**config.mk**
```make
export PLATFORM = sky130hd
export DESIGN_NAME = fifo_wr_arbiter
export DESIGN_NICKNAME = d
export VERILOG_FILES = /design/src/rtl/fifo_wr_arbiter.sv
export SDC_FILE = /design/constraint.sdc
export NUM_CORES = 1
export LEC_CHECK = 0
export BUFFER_PORTS_ARGS = -buffer_cell sky130_fd_sc_hd__buf_4
export CAP_MARGIN = 20
export CORE_MARGIN = 3
export CORE_UTILIZATION = 33
export CTS_BUF_LIST = sky130_fd_sc_hd__clkbuf_8
export CTS_CLUSTER_SIZE = 8
export DETAILED_ROUTE_END_ITERATION = 10
export PLACE_DENSITY_LB_ADDON = 0.25
export SLEW_MARGIN = 25
export SYNTH_ARGS = -nofsm -noshare
export SYNTH_HDL_FRONTEND = slang
export SYNTH_SLANG_ARGS = --single-unit
```
**constraint.sdc**
```tcl
create_clock -name clk -period 2.74 [get_ports clk]
set_input_delay 0.411 -clock clk [delete_from_list [all_inputs] [get_ports clk]]
set_output_delay 0.411 -clock clk [all_outputs]
set_load 0.03 [all_outputs]
```
**src/rtl/fifo_wr_arbiter.sv**
```systemverilog
// fifo_wr_arbiter: round-robin arbiter that shares one synchronous FIFO write
// port among NUM_REQ producers. A winner keeps the grant for up to MAX_BURST
// consecutive words before the grant rotates.
// Grants are combinational: a word is accepted in the same cycle it is offered.
// A full FIFO stalls every producer and freezes all arbiter state.
// Optional macro FIFO_ARB_STATS_EN adds saturating per-requester grant
// counters and a stall counter.
module fifo_wr_arbiter #(
  parameter int WIDTH     = 8,
  parameter int NUM_REQ   = 4,
  parameter int MAX_BURST = 4,
  localparam int IW = $clog2(NUM_REQ),
  localparam int BW = $clog2(MAX_BURST + 1)
) (
  input  logic                     clk,
  input  logic                     rst,
  input  logic [NUM_REQ-1:0]       req,
  input  logic [NUM_REQ*WIDTH-1:0] req_data,
  output logic [NUM_REQ-1:0]       gnt,
  input  logic                     fifo_full,
  output logic                     fifo_write,
  output logic [WIDTH-1:0]         fifo_data_in,
  output logic [IW-1:0]            owner,
  output logic                     locked
`ifdef FIFO_ARB_STATS_EN
  ,
  output logic [NUM_REQ*16-1:0]    grant_cnt,
  output logic [15:0]              stall_cnt
`endif
);

  typedef enum logic {IDLE = 1'b0, LOCKED = 1'b1} state_t;

  localparam logic [BW-1:0] MAX_B = BW'(MAX_BURST);

  state_t          state;
  logic [IW-1:0]   rr_ptr;
  logic [BW-1:0]   burst_cnt;

  logic            win_ok;
  logic [IW-1:0]   win;
  logic [IW-1:0]   win_nxt;
  logic            keep;
  logic            take;
  logic [IW-1:0]   sel;
  int              idx;

  // Round-robin search starting at rr_ptr, wrapping modulo NUM_REQ.
  always_comb begin
    win_ok = 1'b0;
    win    = '0;
    idx    = 0;
    for (int k = 0; k < NUM_REQ; k++) begin
      idx = int'(rr_ptr) + k;
      if (idx >= NUM_REQ) idx = idx - NUM_REQ;
      if (!win_ok && req[idx]) begin
        win_ok = 1'b1;
        win    = IW'(idx);
      end
    end
  end

  assign win_nxt = (win == IW'(NUM_REQ - 1)) ? '0 : win + IW'(1);

  // The lock holds only while the owner keeps requesting and has budget left;
  // otherwise the lock is dropped this cycle and the RR winner is taken.
  assign keep = (state == LOCKED) && req[owner] && (burst_cnt < MAX_B);
  assign take = !rst && !fifo_full && (keep || win_ok);
  assign sel  = keep ? owner : win;

  // Grant decode and write-port mux; everything zero when nothing is accepted.
  always_comb begin
    gnt          = '0;
    fifo_data_in = '0;
    if (take) begin
      gnt[sel]     = 1'b1;
      fifo_data_in = req_data[int'(sel)*WIDTH +: WIDTH];
    end
  end

  assign fifo_write = take;
  assign locked     = (state == LOCKED);

  // Arbiter FSM: lock tracking, burst budget and rotation pointer.
  always_ff @(posedge clk or posedge rst) begin
    if (rst) begin
      state     <= IDLE;
      rr_ptr    <= '0;
      owner     <= '0;
      burst_cnt <= '0;
    end else if (!fifo_full) begin
      if (keep) begin
        burst_cnt <= burst_cnt + BW'(1);
        if (burst_cnt + BW'(1) == MAX_B) state <= IDLE;
      end else if (win_ok) begin
        owner     <= win;
        burst_cnt <= BW'(1);
        rr_ptr    <= win_nxt;
        state     <= (MAX_BURST > 1) ? LOCKED : IDLE;
      end else begin
        state <= IDLE;
      end
    end
  end

`ifdef FIFO_ARB_STATS_EN
  // Saturating grant counters per requester and a stall counter for
  // cycles where someone wanted to write but the FIFO was full.
  always_ff @(posedge clk or posedge rst) begin
    if (rst) begin
      grant_cnt <= '0;
      stall_cnt <= '0;
    end else begin
      for (int i = 0; i < NUM_REQ; i++) begin
        if (gnt[i] && grant_cnt[i*16 +: 16] != 16'hFFFF)
          grant_cnt[i*16 +: 16] <= grant_cnt[i*16 +: 16] + 16'd1;
      end
      if ((|req) && fifo_full && stall_cnt != 16'hFFFF)
        stall_cnt <= stall_cnt + 16'd1;
    end
  end
`endif

endmodule
```
Yosys cells after proc, flatten, opt, wreduce, memory -nomap -nowiden
Index checks and enable logic that the tools add are counted.

Memory bits (read-only): 0. Bits in latches: 0. Register bits: 8. Word-level logic and storage cells: 86. Memories kept: 0. Bits in writable memories: 0.

Add/sub/neg operators: 9. Reductions and logical operators: 18. Divide/modulo/power cells: 0. Eq/ne operators: 3. Order comparisons: 12. Bitwise gates (word level): 2. Shift operators: 1. Muxes and demuxes: 37. Multipliers: 0.

Operators by type and width (number): less-than comparator 32 x 4 -> 1 bit (second input constant) (4); 2-to-1 mux 32 bit (4); variable part select 32 x 6 -> 8 bit (1); 2-to-1 mux 1 bit (17); 2-to-1 mux 2 bit (6); subtractor 3 x 3 -> 4 bit (second input constant) (3); binary-select mux 1 bit (select 2 bit) (5); >= comparator 3 bit (second input constant) (3); logical AND 1 bit (8); 2-to-1 mux 8 bit (1); adder 2 x 2 -> 3 bit (second input constant) (2); less-than comparator 2 x 3 -> 1 bit (second input constant) (2); 2-to-1 mux 3 bit (2); zero test 1 bit (5); 2-to-1 mux 4 bit (1); AND reduction 2 bit (2); subtractor 2 x 3 -> 4 bit (second input constant) (1); adder 2 x 1 -> 3 bit (second input constant) (1); adder 3 x 1 -> 3 bit (second input constant) (1); equality test 3 bit (second input constant) (1); >= comparator 2 x 3 -> 1 bit (second input constant) (1); less-than comparator 3 bit (second input constant) (1); AND reduction 3 bit (1); adder 2 x 1 -> 2 bit (second input constant) (1); 7 further kinds (8).

Logic depth before layout (Yosys ltp)
Gate-level depths: netlist (run 1).

Word-level depth: 21. Mapped depth: 7.

Worst setup path after synthesis (run 1)
No wires, ideal clock.

Path type: register to output. Start: register state (netlist: locked). End: output fifo_data_in[0]. Buffers on the path: 1. Cell stages (with the launch flop): 7. Arrival: 2.211 ns. Path slack: 0.118 ns. Cells stage by stage: dfrtp_1 -> inv_1 -> nor4_4 -> nor2_1 -> or4_1 -> buf_2 -> o22ai_1.

Cells in the longest elaborated chain, start to end: 5. Elaborated cells between the ends (all ways): 7. Those cells by class: shift (1); mux (2); reduce/logical (4).

Ends and longest elaborated chain: start, declared (RTL line 36) `state_t state;`; start signal, assigned (RTL line 99) `state <= (MAX_BURST > 1) ? LOCKED : IDLE;`; logical AND 1 bit (*) (2 in a row) (RTL line 67) `assign keep = (state == LOCKED) && req[owner] && (burst_cnt < MAX_B);`; 2-to-1 mux 2 bit or logical OR 1 bit (tied branches) (RTL line 69, 68); variable part select 32 x 6 -> 8 bit or logical AND 1 bit (tied branches) (RTL line 77, 68); 2-to-1 mux 8 bit (*) (RTL line 75) `if (take) begin`; end, declared (RTL line 22) `output logic [WIDTH-1:0] fifo_data_in,`.

Mark *: on every way between the ends. The rest lies on a longest branch, timed or not.

Worst setup path after layout (run 1)
Start: register owner[0]. End: output fifo_data_in[0].

Cells in the longest elaborated chain, start to end: 7. Elaborated cells between the ends (all ways): 9. Those cells by class: shift (1); mux (4); reduce/logical (4).

Ends and longest elaborated chain: start, declared (RTL line 23) `output logic [IW-1:0] owner,`; start signal, assigned (RTL line 96) `owner <= win;`; binary-select mux 1 bit (select 2 bit) (RTL line 67); 2-to-1 mux 1 bit (implied by the code) (RTL line 67); logical AND 1 bit (2 in a row) (RTL line 67); 2-to-1 mux 2 bit or logical OR 1 bit (tied branches) (RTL line 69, 68); variable part select 32 x 6 -> 8 bit or logical AND 1 bit (tied branches) (RTL line 77, 68); 2-to-1 mux 8 bit (*) (RTL line 75).

Mark *: on every way between the ends. The rest lies on a longest branch, timed or not. The select of a mux whose other input is x is not followed.

==> results.sh, run 1 <==
export IMPL_status="finished, final reports clean"
export IMPL_clk_latency_ps=230
export IMPL_r2r_cells=6
export IMPL_synthXorXnorAreaFrac_pct=1.118
export IMPL_fin_nets=189
export IMPL_ys_ff_latch=8
export IMPL_grt_pass1_wl_um=3256
export IMPL_drc_errors=0
export IMPL_cp_max_fo=20
export IMPL_ys_warn_count=0
export IMPL_crit_path_max_incr_delay_ps=430
export IMPL_path_cells="mux2i_4 -> nor4_4 -> buf_4 -> o41ai_4 -> buf_12 -> mux2i_2 -> o22ai_1 -> buf_4"
export IMPL_fin_tns_setup_ps=0
export IMPL_min_path_type="input port to async pin"
export IMPL_syn_inst=89
export IMPL_overflow=0
export IMPL_grt_pass1_vias=759
export IMPL_max_freq_mhz=371.2
export IMPL_cp_data_arrival_time_ps=2280
export IMPL_synth_compound_area_share_pct=22.20
export IMPL_clock_sinks=8
export IMPL_crit_path_end_kind="primary output"
export IMPL_r2r_end="rr_ptr[0]$_DFFE_PP0P_"
export IMPL_syn_area_um2=783.3
export IMPL_io_pins=55
export IMPL_cts_root_buf="clkbuf_8"
export IMPL_post_route_min_period_ps=2694
export IMPL_synth_fa_ha_area_share_pct=3.195
export IMPL_wirelength_um=2344
export IMPL_muxShareOfSynthArea_pct=24.28
export IMPL_drive_gt1_share_pct=46.58
export IMPL_slowest_stage="dfrtp_2"
export IMPL_worst_pin_slew_ps=727.0
export IMPL_final_cell_area_mm2=0.001316
export IMPL_grt_usage_pct=14.99
export IMPL_core_mm2=0.002233
export IMPL_dpl_cell_area_mm2=0.001235
export IMPL_maxSlewViolCount=0
export IMPL_synth_fp_nets=130
export IMPL_n_antenna_cell=0
export IMPL_grt_max_degree=21
export IMPL_critPathMostFrequentCell="buf_4"
export IMPL_hold_violations=0
export IMPL_rsz0062_at_grt="true"
export IMPL_path_class="flip-flop to primary output"
export IMPL_power_density_mw_per_mm2=998.0
export IMPL_drt_pre_antenna_iters=4
export IMPL_maxCapViolations=0
export IMPL_yosys_top_cells_area="dfrtp_1, mux2i_1, o22ai_1"
export IMPL_die_h_um=54.72
export IMPL_place_congestion=0.7292
export IMPL_cts_hold_buf=0
export IMPL_layout_cells_non_filler=174
export IMPL_ir_drop_uv=814.4
export IMPL_placed_cells=169
export IMPL_start_kind="flip-flop"
export IMPL_dieArea_mm2=0.002994
export IMPL_min_period_over_period_pct=98.32
export IMPL_synth_seq_area_share_pct=25.56
export IMPL_synth_simple_area_share_pct=18.21
export IMPL_rrSetupSlack_ps=720
export IMPL_skew_ps=1.649
export IMPL_cts_htree_levels=1
export IMPL_cts_buffers_inserted=3
export IMPL_rr_startpoint="owner[0]$_DFFE_PP0P_"
export IMPL_ys_types=23
export IMPL_std_cell_rows=17
export IMPL_path_clk_slew_ps=40
export IMPL_worst_hold_slack_ps=147.2
export IMPL_finalSetupViolations=0
export IMPL_ant_nets=0
export IMPL_synth_area_per_cell_um2=8.801
export IMPL_viasPerCell=5.155
export IMPL_cts_tree="built"
export IMPL_drt_iter0_markers=5
export IMPL_start_util_pct=35.07
export IMPL_vias=897
export IMPL_die_x_um=54.72
export IMPL_leakage_nw=0.6584
export IMPL_yosys_area_top_type="dfrtp_1"
export IMPL_cp_required_ps=2330
export IMPL_grt_antenna_before_repair=0
export IMPL_cts_buffer_depth=2
export IMPL_synth_top_area_share_pct=25.56
export IMPL_synth_top_family_by_area="multiplexers"
export IMPL_dpl_hpwl_um=1860
export IMPL_numPortBuffers=54
export IMPL_slew_headroom_pct=51.16
export IMPL_area_growth_pct=68.05
export IMPL_wl_per_cell_um=13.47
[worst max-delay path, delay by kind of cell, from the launching register on]
family,cells,cell delay [ps]
AOI/OAI and AO/OA,2,490
buffers and inverters,3,570
DFF,1,430
muxes,2,480
and+or+nand+nor,1,70
[flip-flops by register name, indices dropped and copies added, names as in the netlist]
name,cells
locked,1
owner,2
rr_ptr,2
burst_cnt,3
[per-stage QoR]
stage / util, % / power (mW) / worst slack [ps]
finish: 58.94 / 1.314 / 46.00
CTS: 57.31 / 1.282 / 48.09
global placement: 55.29 / 1.120 / 256.1
floorplan: - / 0.8665 / 118.4
detailed placement: 55.29 / 1.133 / 201.9
global route: 58.94 / 1.405 / -68.64
[metal layers]
metal | global-route usage [%] | vias to the layer above | wire length [um] | share of wire (%)
li1 | - | 449 | - | -
met1 | 17.54 | 420 | 980 | 42
met2 | 26.18 | 24 | 1209 | 52
met3 | 2.180 | 4 | 129 | 5.5
met4 | 7.469 | 0 | 25 | 1.1
met5 | 0 | - | 0 | 0
[how the worst max path moves through the flow]
| stage | startpoint | end | slack [ps] | depth (start not counted) |
|---|---|---|---|---|
| 4_1_cts | owner[0]$_DFFE_PP0P_ | fifo_data_in[7] | 50 | 8 |
| 3_5_place_dp | req[0] | fifo_data_in[3] | 200 | 8 |
| 5_1_grt | owner[0]$_DFFE_PP0P_ | fifo_data_in[2] | -70 | 8 |
| 3_3_place_gp | req[0] | fifo_data_in[0] | 260 | 8 |
| 2_1_floorplan | locked$_DFFE_PP0P_ | fifo_data_in[0] | 120 | 6 |
| 6_report | owner[0]$_DFFE_PP0P_ | fifo_data_in[0] | 50 | 8 |
[power by group]
| group | switching (mW) | leakage [nW] | internal [mW] |
|---|---|---|---|
| logic | 0.489 | 0.543 | 0.441 |
| registers | 0.0687 | 0.0942 | 0.177 |
| clock network | 0.0434 | 0.0216 | 0.0949 |
| total | 0.601 | 0.658 | 0.712 |
[Yosys cell counts, drive strengths merged]
library cell,count
nand2,1
a21oi,3
a21boi,1
ha,2
xor2,1
or4,1
nor3,2
nor2b,5
nor4,2
dfrtp,8
o21ai,8
a21o,3
o22ai,9
buf,3
a22o,1
inv,6
o21a,1
mux2i,19
nor2,11
nand2b,1
o41ai,1
[final cells by class]
type                            count  area, um2
Clock buffer                        3      41.29
Multi-Input combinational cell     72      575.6
Tap cell                           28      35.03
Timing Repair Buffer               57      440.4
Sequential cell                     8      201.4
Fill cell                         203      917.1
Inverter                            6      22.52
[logic make-up (layout without fill, tap and decap cells)]
group / count (synthesis) / count (layout)
buffers and inverters: 9 / 66
flip-flops: 8 / 8
multiplexers: 19 / 19
adder cells (fa/ha/maj): 2 / 2
AND/OR/NAND/NOR: 23 / 23
AO/OA/AOI/OAI: 27 / 27
XOR/XNOR: 1 / 1
[placed cells by master, fill, tap and decap left out, drive strengths merged, types with 2 or more instances in the layout]
master,Yosys,final
dfrtp,8,8
o21ai,8,8
o22ai,9,9
nor2b,5,5
nor4,2,2
a21oi,3,3
inv,6,6
nor2,11,11
ha,2,2
mux2i,19,19
a21o,3,3
clkbuf,0,3
buf,3,57
nor3,2,2
[timing repair]
action,in CTS,in global routing
endpoints found under the hold margin,0,0
resized for setup,1,5
buffers inserted,0,2
setup endpoints to repair,6,10
pin swaps,0,2
No activity file was read; power rests on OpenSTA's default activity.
==> run 2: changes to the inputs <==
Clock period 2.74 ns to 2.2 ns, I/O delays scaled along.
==> run 2 against run 1 <==
Effect of this change: largest power group unchanged; worst hold slack lost 80 ps; critical path type unchanged; the run now ends with negative setup slack left; power is 120% higher; clock power is 28% higher; non-clock buffer count increased by 29.
==> results.sh, run 2 (synthesis gave the netlist of run 1 again) <==
export IMPL_status="complete, but fails checks"
export IMPL_violations="negative setup slack"
export IMPL_layout_common_cells="buf_4, mux2i_4, buf_6"
export IMPL_wirelength_um=3680
export IMPL_start_util_pct=35.07
export IMPL_wl_per_cell_um=18.04
export IMPL_crit_path_end_kind="primary output"
export IMPL_vias=1075
export IMPL_ir_drop_uv=1417
export IMPL_start_kind="flip-flop"
export IMPL_rrSetupSlack_ps=550
export IMPL_drt_pre_antenna_iters=4
export IMPL_grt_pass1_vias=991
export IMPL_area_growth_pct=157.2
export IMPL_grt_pass1_wl_um=4464
export IMPL_r2r_cells=6
export IMPL_drt_iter0_markers=19
export IMPL_maxCapViolations=0
export IMPL_die_x_um=54.72
export IMPL_switching_share_pct=41.34
export IMPL_path_cells="mux2i_2 -> nor4_4 -> o21ai_2 -> o41ai_4 -> buf_4 -> buf_12 -> mux2i_2 -> o22ai_4 -> buf_4"
export IMPL_drc_errors=0
export IMPL_rsz0062_at_grt="true"
export IMPL_worstSetupStartpoint="owner[0]$_DFFE_PP0P_"
export IMPL_n_antenna_cell=0
export IMPL_post_route_min_period_ps=2592
export IMPL_cts_buffers_inserted=3
export IMPL_r2r_end="owner[1]$_DFFE_PP0P_"
export IMPL_core_mm2=0.002233
export IMPL_largest_register="burst_cnt"
export IMPL_p_int_mw=1.709
export IMPL_slowest_stage="dfrtp_2"
export IMPL_final_cell_area_mm2=0.002014
export IMPL_io_pins=55
export IMPL_cp_data_arrival_time_ps=2260
export IMPL_dpl_cell_area_mm2=0.001644
export IMPL_drive_gt1_share_pct=76.70
export IMPL_cts_htree_levels=1
export IMPL_nFillCells=81
export IMPL_clk_latency_ps=230
export IMPL_dp_slack_ps=-301.8
export IMPL_grt_max_degree=10
export IMPL_p_sw_mw=1.204
export IMPL_cp_top_family="buffers and inverters"
export IMPL_max_freq_mhz=385.8
export IMPL_overflow=0
export IMPL_fin_tns_setup_ps=-3977
export IMPL_worst_hold_slack_ps=66.83
export IMPL_hold_violations=0
export IMPL_largestRegisters="burst_cnt (3), owner (2), rr_ptr (2)"
export IMPL_viasPerCell=5.270
export IMPL_skew_ps=6.029
export IMPL_multi_input_area_um2=924.6
export IMPL_crit_buf_inv=3
export IMPL_cp_required_ps=1870
export IMPL_comb_power_share_pct=83.1
export IMPL_slew_headroom_pct=70.38
export IMPL_grt_usage_pct=21.35
export IMPL_cp_max_fo=5
export IMPL_cts_tree="built"
export IMPL_cts_root_buf="clkbuf_8"
export IMPL_cts_hold_buf=0
export IMPL_crit_path_max_incr_delay_ps=440
export IMPL_clock_sinks=8
export IMPL_min_path_type="input port to async pin"
export IMPL_cts_buffer_depth=2
export IMPL_die_h_um=54.72
export IMPL_mostFrequentLayoutCell="buf_4"
export IMPL_place_congestion=0.7509
export IMPL_dieArea_mm2=0.002994
export IMPL_worst_pin_slew_ps=440.9
export IMPL_seq_power_share_pct=10.8
export IMPL_fin_nets=218
export IMPL_ant_nets=0
export IMPL_largest_register_ffs=3
export IMPL_leakage_nw=0.8600
export IMPL_grt_antenna_before_repair=0
export IMPL_power_density_mw_per_mm2=1446
export IMPL_maxSlewViolCount=0
export IMPL_min_period_over_period_pct=117.8
export IMPL_path_clk_slew_ps=40
export IMPL_worst_slack_ps=-392.3
export IMPL_finalSetupViolations=12
export IMPL_clkPwrFrac_pct=6.1
export IMPL_numPortBuffers=54
export IMPL_path_class="flip-flop to primary output"
export IMPL_std_cell_rows=17
export IMPL_rr_startpoint="owner[0]$_DFFE_PP0P_"
export IMPL_final_seq_area_um2=205.2
export IMPL_dpl_hpwl_um=2244
## run 2: cell count changes in the layout (fill, tap and decap cells not counted), moves of 3 or more
cell | previous run | this run
mux2i_1 | 17 | 1
mux2i_4 | 1 | 15
buf_6 | 0 | 13
buf_4 | 56 | 66
o22ai_1 | 9 | 0
o22ai_4 | 0 | 8
nor2_1 | 11 | 7
dfrtp_1 | 7 | 4
dfrtp_2 | 1 | 4
## run 2: final cells by class
cell class / count / area share [%]
flip-flops and latches: 8 / 10.19
well taps: 28 / 1.739
clock inverters: 1 / 0.1863
inverters: 6 / 1.118
repair buffers: 86 / 38.82
clock buffers: 3 / 2.050
multi-input cells: 72 / 45.90
## run 2: repair_timing
action / CTS / global route
setup endpoints to repair: 12 / 12
resized for setup: 24 / 14
cloned: 1 / 1
setup buffers: 4 / 5
pin swaps: 6 / 6
## run 2: per-stage QoR
| step | total power, mW | utilization [%] | cells |
|---|---|---|---|
| 2_1_floorplan | 1.523 | - | 89 |
| 3_3_place_gp | 1.989 | 73.61 | 189 |
| 3_5_place_dp | 2.040 | 73.61 | 189 |
| 5_1_grt | 3.057 | 90.20 | 204 |
| 6_report | 2.913 | 90.20 | 204 |
| 4_1_cts | 2.570 | 83.92 | 198 |
## run 2: worst max-delay path by stage
| stage | to | slack [ps] | cells after the start |
|---|---|---|---|
| after floorplan | fifo_data_in[2] | -50 | 6 |
| after global placement | fifo_data_in[5] | -250 | 9 |
| after detailed placement | fifo_data_in[2] | -300 | 9 |
| after CTS | fifo_data_in[2] | -410 | 8 |
| after global routing | fifo_data_in[4] | -470 | 9 |
| final | fifo_data_in[4] | -390 | 9 |
## run 2: power by group through the flow
stage / Combinational, mW / Sequential [mW] / Clock (mW)
floorplan: 1.17 / 0.348 / 0
global placement: 1.69 / 0.295 / 0
detailed placement: 1.74 / 0.301 / 0
CTS: 2.09 / 0.301 / 0.184
global route: 2.54 / 0.325 / 0.194
finish: 2.42 / 0.314 / 0.177
## run 2: per-layer routing
metal	global-route usage (%)	share of wire [%]
met3	4.360	7.3
met5	0	0
met1	21.43	37
met2	42.52	54
met4	6.639	2.0
==> run 3: changes to the inputs <==
Settings changed: CORE_ASPECT_RATIO from default to 0.6.
==> run 3 against run 2 <==
Effect of this change: the run still ends with negative setup slack left; non-clock buffer count shrank 5; clock skew increased by 11 ps; register-to-register slack lost 220 ps; final cell count decreased by 2.5%; combinational power decreased by 4%; global-route usage increased by 1.3 points; power shrank 2.6%; critical path type unchanged.
==> results.sh, run 3 (synthesis gave the netlist of run 1 again) <==
export IMPL_post_route_min_period_ps=2742
export IMPL_start_util_pct=38.36
export IMPL_r2r_end="owner[0]$_DFFE_PP0P_"
export IMPL_drt_pre_antenna_iters=4
export IMPL_worstSetupStartpoint="rr_ptr[0]$_DFFE_PP0P_"
export IMPL_maxCapViolations=0
export IMPL_leakage_nw=0.8233
export IMPL_n_antenna_cell=0
export IMPL_cts_htree_levels=1
export IMPL_ir_drop_uv=1137
export IMPL_cts_root_buf="clkbuf_8"
export IMPL_path_class="flip-flop to primary output"
export IMPL_rsz0062_at_grt="true"
export IMPL_largestRegisters="burst_cnt (3), owner (2), rr_ptr (2)"
export IMPL_clk_latency_ps=240
export IMPL_die_x_um=68.90
export IMPL_dpl_hpwl_um=2404
export IMPL_mostFrequentLayoutCell="buf_4"
export IMPL_dpl_cell_area_mm2=0.001662
export IMPL_maxSlewViolCount=0
export IMPL_max_freq_mhz=364.6
export IMPL_viasPerCell=5.930
export IMPL_vias=1180
export IMPL_min_period_over_period_pct=124.7
export IMPL_fin_nets=213
export IMPL_nFillCells=64
export IMPL_cp_max_fo=5
export IMPL_layout_common_cells="buf_4, mux2i_4, buf_6"
export IMPL_cts_tree="built"
export IMPL_numPortBuffers=54
export IMPL_dieArea_mm2=0.003013
export IMPL_path_clk_slew_ps=50
export IMPL_rrSetupSlack_ps=330
export IMPL_cts_buffers_inserted=3
export IMPL_grt_pass1_wl_um=4926
export IMPL_wl_per_cell_um=23.99
export IMPL_slew_headroom_pct=65.75
export IMPL_crit_path_end_kind="primary output"
export IMPL_hold_violations=0
export IMPL_violations="negative setup slack"
export IMPL_finalSetupViolations=12
export IMPL_wirelength_um=4775
export IMPL_overflow=0
export IMPL_rr_startpoint="owner[0]$_DFFE_PP0P_"
export IMPL_area_growth_pct=144.2
export IMPL_largest_register_ffs=3
export IMPL_std_cell_rows=12
export IMPL_status="complete, but fails checks"
export IMPL_worst_slack_ps=-542.4
export IMPL_final_cell_area_mm2=0.001913
export IMPL_skew_ps=17.02
export IMPL_grt_max_degree=21
export IMPL_grt_usage_pct=22.63
export IMPL_power_density_mw_per_mm2=1484
export IMPL_grt_pass1_vias=1040
export IMPL_cp_data_arrival_time_ps=2410
export IMPL_grt_antenna_before_repair=0
export IMPL_core_mm2=0.002042
export IMPL_worst_hold_slack_ps=73.74
export IMPL_total_power_mw=2.838
export IMPL_worst_pin_slew_ps=509.9
export IMPL_ant_nets=0
export IMPL_drc_errors=0
export IMPL_cp_required_ps=1870
export IMPL_start_kind="flip-flop"
export IMPL_die_h_um=43.74
export IMPL_clock_sinks=8
export IMPL_cts_buffer_depth=2
export IMPL_drive_gt1_share_pct=73.10
export IMPL_r2r_cells=8
export IMPL_worstSetupEndpoint="fifo_data_in[6]"
export IMPL_min_path_type="input port to async pin"
export IMPL_place_congestion=0.7931
export IMPL_drt_iter0_markers=67
export IMPL_io_pins=55
export IMPL_cts_hold_buf=0
export IMPL_largest_register="burst_cnt"
## run 3: cell count changes in the layout (fill, tap and decap cells not counted), sizes merged
cell	change
buf	-5
## run 3: repair_timing
item	CTS	global route
setup endpoints to repair	12	12
buffers inserted	0	5
endpoints found under the hold margin	0	0
gates resized for setup	7	15
pin swaps	0	2
cloned	0	2
## run 3: per-stage QoR
stage / worst slack [ps] / utilization, % / instances / TNS, ps
2_1_floorplan: -45.94 / - / 89 / -330.8
3_3_place_gp: -242.8 / 81.37 / 188 / -2020
3_5_place_dp: -278.1 / 81.37 / 188 / -2335
4_1_cts: -394.6 / 84.68 / 192 / -3809
5_1_grt: -580.1 / 93.69 / 199 / -6039
6_report: -542.4 / 93.69 / 199 / -5492
## run 3: layer usage
layer / GRT usage (%) / vias to the layer above / share of wire [%]
met2: 38.83 / 104 / 49
met5: 0 / - / 0
met4: 7.752 / 0 / 5.9
li1: - / 497 / -
met3: 5.440 / 34 / 10
met1: 27.63 / 545 / 34
## run 3: critical path: stages, from the launching register on
cell and delay [ps]:
dfrtp_1 410, nor2b_1 100, a21oi_1 180, o21ai_1 160, o41ai_4 380, buf_6 180
buf_12 140, mux2i_2 290, o22ai_4 120, buf_4 180
## run 3: worst min path at each step
stage | end | slack [ps] | cells after the start
after floorplan | burst_cnt[0]$_DFFE_PP0P_ | 150 | 1
after global placement | burst_cnt[2]$_DFFE_PP0P_ | 320 | 2
after detailed placement | burst_cnt[2]$_DFFE_PP0P_ | 320 | 2
after CTS | rr_ptr[0]$_DFFE_PP0P_ | 60 | 2
after global routing | rr_ptr[0]$_DFFE_PP0P_ | 90 | 2
final | rr_ptr[1]$_DFFE_PP0P_ | 70 | 2
## run 3: area by class of cell
cell class              instances  area [um2]  area share (%)
inverters                       6       22.52           1.177
repair buffers                 81       721.9           37.74
clock buffers                   3       41.29           2.158
well taps                      28       35.03           1.831
clock inverters                 1       3.754          0.1962
multi-input cells              72       884.6           46.24
flip-flops and latches          8       203.9           10.66
## run 3: report_power, final
group / total [mW] / internal (mW) / switching [mW]
combinational: 2.33 / 1.21 / 1.12
sequential: 0.316 / 0.224 / 0.0926
clock: 0.191 / 0.122 / 0.0694
